## src/rtl/serv_dbus_pkg.sv

```systemverilog
// Shared definitions for the SERV dbus byte-serialising responder.
package serv_dbus_pkg;

  typedef enum logic [1:0] {
    StIdle,
    StRun,
    StDrain,
    StAck
  } state_e;

  localparam int unsigned NumLanes = 4;
  localparam int unsigned LaneW    = 8;

endpackage

```

## src/rtl/serv_dbus_byte_resp_if.sv

```systemverilog
// Wishbone dbus request/response plus the byte-wide SRAM port of serv_dbus_byte_resp.
interface serv_dbus_byte_resp_if #(
  parameter int unsigned AW = 10
);
  logic [31:0]   adr;
  logic [31:0]   dat;
  logic [3:0]    sel;
  logic          we;
  logic          cyc;
  logic [31:0]   rdt;
  logic          ack;
  logic [AW-1:0] mem_adr;
  logic          mem_en;
  logic          mem_we;
  logic [7:0]    mem_wdat;
  logic [7:0]    mem_rdat;

  // master: the core side driving requests and also standing in for the SRAM
  modport master (
    output adr, dat, sel, we, cyc, mem_rdat,
    input  rdt, ack, mem_adr, mem_en, mem_we, mem_wdat
  );

  modport slave (
    input  adr, dat, sel, we, cyc, mem_rdat,
    output rdt, ack, mem_adr, mem_en, mem_we, mem_wdat
  );
endinterface

```

## src/rtl/serv_dbus_byte_resp.sv

```systemverilog
// Serialises a 32-bit dbus access into up to four byte accesses on an 8-bit SRAM.
// Optional SERV_DBUS_RESP_RANGE_EN: out-of-range addresses ack immediately with zero data.
module serv_dbus_byte_resp
  import serv_dbus_pkg::*;
#(
  parameter int unsigned AW = 10
) (
  input  logic                 i_clk,
  input  logic                 i_rst,
  serv_dbus_byte_resp_if.slave bus
);

  localparam logic [1:0] LastLane = 2'(NumLanes - 1);

  state_e        state_q, state_d;
  logic [1:0]    k_q, k_d;
  logic [AW-3:0] adr_q;
  logic [31:0]   dat_q;
  logic [3:0]    sel_q;
  logic          we_q;
  logic [31:0]   rdt_q, rdt_d;
  logic          out_of_range;
  logic          cap_en;
  logic [1:0]    cap_lane;

`ifdef SERV_DBUS_RESP_RANGE_EN
  assign out_of_range = |bus.adr[31:AW];
`else
  assign out_of_range = 1'b0;
`endif

  logic unused_adr;
  assign unused_adr = ^{bus.adr[31:AW], bus.adr[1:0]};

  always_comb begin
    state_d  = state_q;
    k_d      = k_q;
    rdt_d    = rdt_q;
    // Read data for lane k arrives one cycle after its strobe, i.e. while k already points at k+1
    cap_lane = k_q - 2'd1;
    cap_en   = ((state_q == StRun && k_q != 2'd0) || state_q == StDrain) && !we_q &&
               sel_q[cap_lane];
    if (cap_en) begin
      rdt_d[LaneW*cap_lane +: LaneW] = bus.mem_rdat;
    end

    unique case (state_q)
      StIdle: begin
        if (bus.cyc) begin
          rdt_d   = '0;
          k_d     = 2'd0;
          state_d = out_of_range ? StAck : StRun;
        end
      end
      StRun: begin
        k_d = k_q + 2'd1;
        if (k_q == LastLane) begin
          state_d = StDrain;
        end
      end
      StDrain: state_d = StAck;
      StAck:   state_d = StIdle;
      default: state_d = StIdle;
    endcase
  end

  always_ff @(posedge i_clk) begin
    if (i_rst) begin
      state_q <= StIdle;
      k_q     <= 2'd0;
      adr_q   <= '0;
      dat_q   <= '0;
      sel_q   <= '0;
      we_q    <= 1'b0;
      rdt_q   <= '0;
    end else begin
      state_q <= state_d;
      k_q     <= k_d;
      rdt_q   <= rdt_d;
      if (state_q == StIdle && bus.cyc) begin
        adr_q <= bus.adr[AW-1:2];
        dat_q <= bus.dat;
        sel_q <= bus.sel;
        we_q  <= bus.we;
      end
    end
  end

  assign bus.mem_en   = (state_q == StRun) && sel_q[k_q];
  assign bus.mem_we   = bus.mem_en && we_q;
  assign bus.mem_adr  = {adr_q, k_q};
  assign bus.mem_wdat = dat_q[LaneW*k_q +: LaneW];
  assign bus.rdt      = rdt_q;
  assign bus.ack      = (state_q == StAck);

endmodule

```

## src/flat_wrapper.sv

```systemverilog
// flat-port wrapper written by rule: the top's interface ports become plain ports
module serv_dbus_byte_resp_flat import serv_dbus_pkg::*;
#(
  parameter int unsigned AW = 10
)
  (i_clk, i_rst, bus_adr, bus_dat, bus_sel, bus_we, bus_cyc, bus_mem_rdat, bus_rdt, bus_ack, bus_mem_adr, bus_mem_en, bus_mem_we, bus_mem_wdat);
  serv_dbus_byte_resp_if #(.AW(AW)) bus_i ();
  input  logic i_clk;
  input  logic i_rst;
  input wire logic [$bits(bus_i.adr)-1:0] bus_adr;
  input wire logic [$bits(bus_i.dat)-1:0] bus_dat;
  input wire logic [$bits(bus_i.sel)-1:0] bus_sel;
  input wire logic [$bits(bus_i.we)-1:0] bus_we;
  input wire logic [$bits(bus_i.cyc)-1:0] bus_cyc;
  input wire logic [$bits(bus_i.mem_rdat)-1:0] bus_mem_rdat;
  output wire logic [$bits(bus_i.rdt)-1:0] bus_rdt;
  output wire logic [$bits(bus_i.ack)-1:0] bus_ack;
  output wire logic [$bits(bus_i.mem_adr)-1:0] bus_mem_adr;
  output wire logic [$bits(bus_i.mem_en)-1:0] bus_mem_en;
  output wire logic [$bits(bus_i.mem_we)-1:0] bus_mem_we;
  output wire logic [$bits(bus_i.mem_wdat)-1:0] bus_mem_wdat;
  assign bus_i.adr = bus_adr;
  assign bus_i.dat = bus_dat;
  assign bus_i.sel = bus_sel;
  assign bus_i.we = bus_we;
  assign bus_i.cyc = bus_cyc;
  assign bus_i.mem_rdat = bus_mem_rdat;
  assign bus_rdt = bus_i.rdt;
  assign bus_ack = bus_i.ack;
  assign bus_mem_adr = bus_i.mem_adr;
  assign bus_mem_en = bus_i.mem_en;
  assign bus_mem_we = bus_i.mem_we;
  assign bus_mem_wdat = bus_i.mem_wdat;
  serv_dbus_byte_resp #(.AW(AW)) u_core (.i_clk(i_clk), .i_rst(i_rst), .bus(bus_i));
endmodule
```

## config.mk

```make
export PLATFORM = sky130hd
export DESIGN_NAME = serv_dbus_byte_resp_flat
export DESIGN_NICKNAME = d
export VERILOG_FILES = /design/src/rtl/serv_dbus_pkg.sv /design/src/rtl/serv_dbus_byte_resp_if.sv /design/src/rtl/serv_dbus_byte_resp.sv /design/src/flat_wrapper.sv
export SDC_FILE = /design/constraint.sdc
export NUM_CORES = 1
export LEC_CHECK = 0
export BUFFER_PORTS_ARGS = -buffer_cell sky130_fd_sc_hd__buf_4
export CAP_MARGIN = 20
export CORE_UTILIZATION = 53
export DETAILED_ROUTE_END_ITERATION = 10
export PLACE_DENSITY = 0.95
export SLEW_MARGIN = 20
export SYNTH_ARGS = -nofsm -noshare
export SYNTH_HDL_FRONTEND = slang
export SYNTH_SLANG_ARGS = --single-unit
```

## constraint.sdc

```tcl
create_clock -name i_clk -period 3.9 [get_ports i_clk]
set_input_delay 0.975 -clock i_clk [delete_from_list [all_inputs] [get_ports i_clk]]
set_output_delay 0.975 -clock i_clk [all_outputs]
set_load 0.03 [all_outputs]
```

After elaboration in Yosys (flattened, before gate mapping)

Index checks and enable logic that the tools add are counted.

Flip-flop bits (word level): 81
Latch bits: 0
Bits in writable memories: 0
Memory bits (read-only): 0
Output and inout bits: 53
Logic and storage cells: 47
Memories: 0

Add/sub/neg operators: 3
Multiply operators: 0
Div/mod/pow operators: 0
Magnitude comparators: 2
Eq/ne operators: 6
Shifts and indexed selects: 3
Muxes and demuxes: 13
Bitwise logic cells: 0
Reductions and logical operators: 13

Operators by type and width:

| cell                      | number |
|---|---|
| $mux W32                  | 3 |
| $neg A5 Y34               | 1 |
| $shift A8 B34 Y32 const A | 1 |
| $shiftx A8 B34 Y32        | 1 |
| $bwmux W32                | 1 |
| $shiftx A32 B6 Y8         | 1 |
| $pmux W2 S4               | 1 |
| $eq A2 B2 Y1 const B      | 3 |
| $logic_and A1 B1 Y1       | 6 |
| $lt A2 B3 Y1 const B      | 2 |
| $mux W2                   | 3 |
| $bmux W1 S2               | 2 |
| $ne A2 B2 Y1 const B      | 2 |
| $pmux W2 S2               | 1 |
| $reduce_and A2 Y1         | 2 |
| $reduce_bool A2 Y1        | 2 |
| $add A2 B1 Y2 const B     | 1 |
| $eq A2 B1 Y1 const B      | 1 |
| $logic_not A2 Y1          | 1 |
| $mux W1                   | 2 |
| $sub A2 B1 Y2 const B     | 1 |
| $logic_not A1 Y1          | 1 |
| $logic_or A1 B1 Y1        | 1 |

Depth between registers and ports, before layout

Depth after elaboration: 8
Mapped depth: 8
Depth with buffers taken out: 5

Worst setup path after synthesis

Ideal clock, no wire load.

Path type: reg2out
From: reg u_core.k_q[1]
To: out bus_mem_wdat[2]
Arrival: 1.699 ns
Required time: 2.925 ns
Path slack: 1.226 ns
Stages on the path, launching flop included: 3
Buffers on the path: 1
Cell sequence: dfxtp_1 > buf_1 > mux4_2

Longest elaborated chain between the ends: 1

RTL lines:

| item                   | RTL line                  | text |
|---|---|---|
| start, declared        | serv_dbus_byte_resp.sv:16 | `logic [1:0] k_q, k_d;` |
| start signal, assigned | serv_dbus_byte_resp.sv:78 | `k_q <= k_d;` |
| $shiftx A32 B6 Y8      | serv_dbus_byte_resp.sv:92 | `assign bus.mem_wdat = dat_q[LaneW*k_q +: LaneW];` |
| end, declared          | flat_wrapper.sv:21        | `output wire logic [$bits(bus_i.mem_wdat)-1:0] bus_mem_wdat;` |

Every way passes these cells.

Final worst setup path

From: reg u_core.k_q[1]
To: out bus_mem_wdat[4]

Same word-level chain as after synthesis.

==> results.txt <==
----------------------------------------------------
[Placement]
  Global placer's final weighted congestion ... 0.815
  Total placed instance area ... 4420 um^2
  Count of buffers inserted at the top-level ports ... between 100 and 150
  Setup WS pre-CTS ... 1.20 ns
  Hpwl dp ... 6440 um

[Worst setup path]
  Number of cells traversed by the worst register-to-register path ... 5
  R2R Path End ... u_core.bus.rdt[16]
  Worst path arrival time ... 1.95 ns
  Cell with the most instances on the worst path ... sky130_fd_sc_hd__buf_4
  Highest fanout seen on the critical path ... 11
  Kind of capture point of the worst setup path ... primary output
  Crit path max-delay cell type ... sky130_fd_sc_hd__dfxtp_1
  RR Startpoint ... u_core.k_q[1]
  Cells along the critical path ... buf_4 > mux4_2 > buf_4
  CP startpoint kind ... register
  Critical path data required time ... 2.92 ns
  Worst path max stage delay ... 0.65 ns
  Reg-to-reg slack, setup ... 1.01 ns
  CP Class ... register to primary output

[Power and ir drop]
  Peak ir drop on the vdd network ... 0.000350 V
  Power per cell area ... around 530 nW/um^2
  Cell leakage power ... 0.00206 uW

[Clock tree]
  Inserted Clock Buffers ... 9
  Root buffer selected by CTS ... sky130_fd_sc_hd__clkbuf_8
  Sink count of the clock tree ... 81
  TritonCTS clock tree ... done
  H-tree level count ... 3
  Clock network latency to the later pin of the worst-skew pair ... 0.35 ns
  # Post-CTS Setup Buffers ... 0
  Clk buf depth ... 2
  Clock slew at reported path FFs ... 0.08 ns
  Post-cts hold buffer count ... 0
  Number of cells upsized or downsized after cts ... 0

[Min path]
  End of the worst hold path ... u_core.adr_q[1]
  Worst hold path class ... register to register
  Min-Delay Startpoint ... u_core.adr_q[1]
  Cell count of the worst hold path ... 2

[Outcome]
  Failing checks ... DRC
  Run status ... finished, violations left

[STA]
  PnR worst setup slack ... slightly below 1 ns
  Tightest Pin Transition ... 1.07 ns
  Max-slew violation count ... 0
  Final-report hold violation count ... 0
  Endpoints failing setup ... 0
  Fmax ... approximately 340 MHz
  Share of the clock period used by the worst path after layout ... approximately three quarters
  Worst-case hold slack ... 0.457 ns
  Final sum of negative setup slack ... 0 ns
  Unrepaired setup endpoints after global routing ... false
  Min Clock Period, post-route ... 2.92 ns
  Post-route clock skew ... 0.0131 ns
  Max-slew headroom at the worst pin ... 28.4%

[Detailed routing]
  Number of search-and-repair iterations in the first detailed-routing pass ... 9
  DRT Wirelength ... 9440 um
  Routed wire per std cell ... around 16 um
  Via-per-instance ratio ... 5.68
  Detailed-route via count ... roughly 3300
  DRC violation total after the first TritonRoute iteration ... 301
  Final ANT Viol Nets ... 0
  DR DRC count ... 10

[Yosys]
  Instance count of the mapped netlist ... 395
  Share of the synthesized area in the top cell type ... approximately 45%
  Post-synthesis cell type count ... 25
  Warnings, synthesis ... 0
  Flip-flop and latch count after synthesis ... 81
  Mean cell area of the mapped netlist ... 9.08 um^2
  Most numerous cell in the Yosys netlist ... sky130_fd_sc_hd__nand2_1
  Largest area contributor in the synthesized netlist ... sky130_fd_sc_hd__dfxtp_1
  Post-Synthesis Cell Area ... 3590 um^2
  Top cell types by occurrence after synthesis ... sky130_fd_sc_hd__nand2_1 (124), sky130_fd_sc_hd__dfxtp_1 (81), sky130_fd_sc_hd__a21oi_1 (49)
  Synthesized Nets ... 487
  EDFF count, synth ... 0
  Async SR Flop Fraction ... 0%
  Top_reg_cell synth ... sky130_fd_sc_hd__dfxtp_1
  Dominant cells by area after synthesis ... sky130_fd_sc_hd__dfxtp_1 (45%), sky130_fd_sc_hd__nand2_1 (13%), sky130_fd_sc_hd__mux2i_1 (9.2%)
  Share of the yosys chip area belonging to registers ... 45.2%

[Run]
  Count of max-cap constraint violations ... 0

[Global route]
  Via count of the first global-routing pass ... 3188
  Total Routing Usage GR ... a little over a quarter
  Maximum number of pins on one net before global-route repair ... 53
  First-pass GRT wire length ... 14900 um
  Initial antenna violation count ... 0
  Remaining Overflow, GRT ... 0

[Layout]
  Area growth from synthesis to layout ... 28.3%
  Final Net Count ... 584
  Antenna diodes ... 0
  Layout cells sized above 1 ... 29.0%
  Utilization after layout ... 71.2%
  Post-Layout Inst Area ... 4600 um^2

[Floorplanning]
  Num ports ... about 130
  Placeable core region ... 6460 um^2
  Height of the die ... 84.3 um
  Effective utilization at floorplan ... 55.5%
  Row Count ... 29
  Area of the die ... around 7100 um^2
  Die width ... 84.3 um

----------------------------------------------------
registers in the layout, indices dropped and copies added, names as in the netlist:
name / cells
u_core.k_q: 2
u_core.dat_q: 32
u_core.adr_q: 8
u_core.bus.rdt: 32
u_core.sel_q: 4
u_core.we_q: 1
u_core.state_q: 2
critical path, delay by kind of cell, from the launching register on:
kind / cells / cell delay, ns
flip-flops: 1 / 0.65
buffers and inverters: 2 / 0.45
multiplexers: 1 / 0.51
power breakdown:
group	internal [uW]	switching, uW
logic	324	583
registers	932	73.1
clock network	247	298
stage by stage:
stage | power, uW | std cells
2_1_floorplan | 1640 | 395
4_1_cts | 2440 | 573
3_5_place_dp | 1900 | 557
5_1_grt | 2570 | 574
3_3_place_gp | 1850 | 557
6_report | 2460 | 574
how the worst max path moves through the flow:
stage | startpoint | endpoint | slack, ns | cells past startpoint
floorplan | u_core.k_q[1] | bus_mem_wdat[2] | 1.23 | 2
global placement | u_core.k_q[1] | bus_mem_wdat[4] | 1.36 | 3
detailed placement | u_core.k_q[1] | u_core.bus.rdt[16] | 1.20 | 5
CTS | u_core.k_q[1] | bus_mem_wdat[4] | 0.97 | 3
global route | u_core.k_q[1] | u_core.bus.rdt[16] | 0.90 | 5
finish | u_core.k_q[1] | bus_mem_wdat[4] | 0.98 | 3
cells by family after synthesis:
kind of cell / after synthesis / synth area share (%)
mux: 43 / 15.6
compound gates: 58 / 11.4
fa+ha+maj: 12 / 4.19
buf+inv: 33 / 3.66
flops: 81 / 45.2
simple gates: 168 / 19.9
layout make-up:
cell class / count / area [um^2]
Sequential cell: 81 / 1620
Tap cell: 77 / 96.3
Inverter: 5 / 18.8
Clock buffer: 11 / 141
Multi-Input combinational cell: 281 / 1840
Clock inverter: 5 / 31.3
Timing Repair Buffer: 114 / 853
Fill cell: 419 / 1860
per-layer routing:
layer  part of all wire (%)  GRT usage [%]  vias up  wire length, um
met2                     50           46.1      135             4720
met4                    3.6           17.4        0              344
li1                       -              -     1535                -
met5                      0              0        -                0
met3                    5.7           4.33       30              534
met1                     41           31.0     1559             3840
cells in the final DEF (no fill, tap or decap), types with 4 or more instances in the layout:
master                      instances
sky130_fd_sc_hd__nand2_1          124
sky130_fd_sc_hd__o2111ai_4          4
sky130_fd_sc_hd__nand3b_1           8
sky130_fd_sc_hd__a21oi_1           48
sky130_fd_sc_hd__dfxtp_1           81
sky130_fd_sc_hd__nand3_1           26
sky130_fd_sc_hd__buf_4            113
sky130_fd_sc_hd__mux4_2             9
sky130_fd_sc_hd__clkbuf_8          10
sky130_fd_sc_hd__mux2i_1           33
sky130_fd_sc_hd__ha_1              12
sky130_fd_sc_hd__inv_1              5
(Power assumes the default switching activity.)
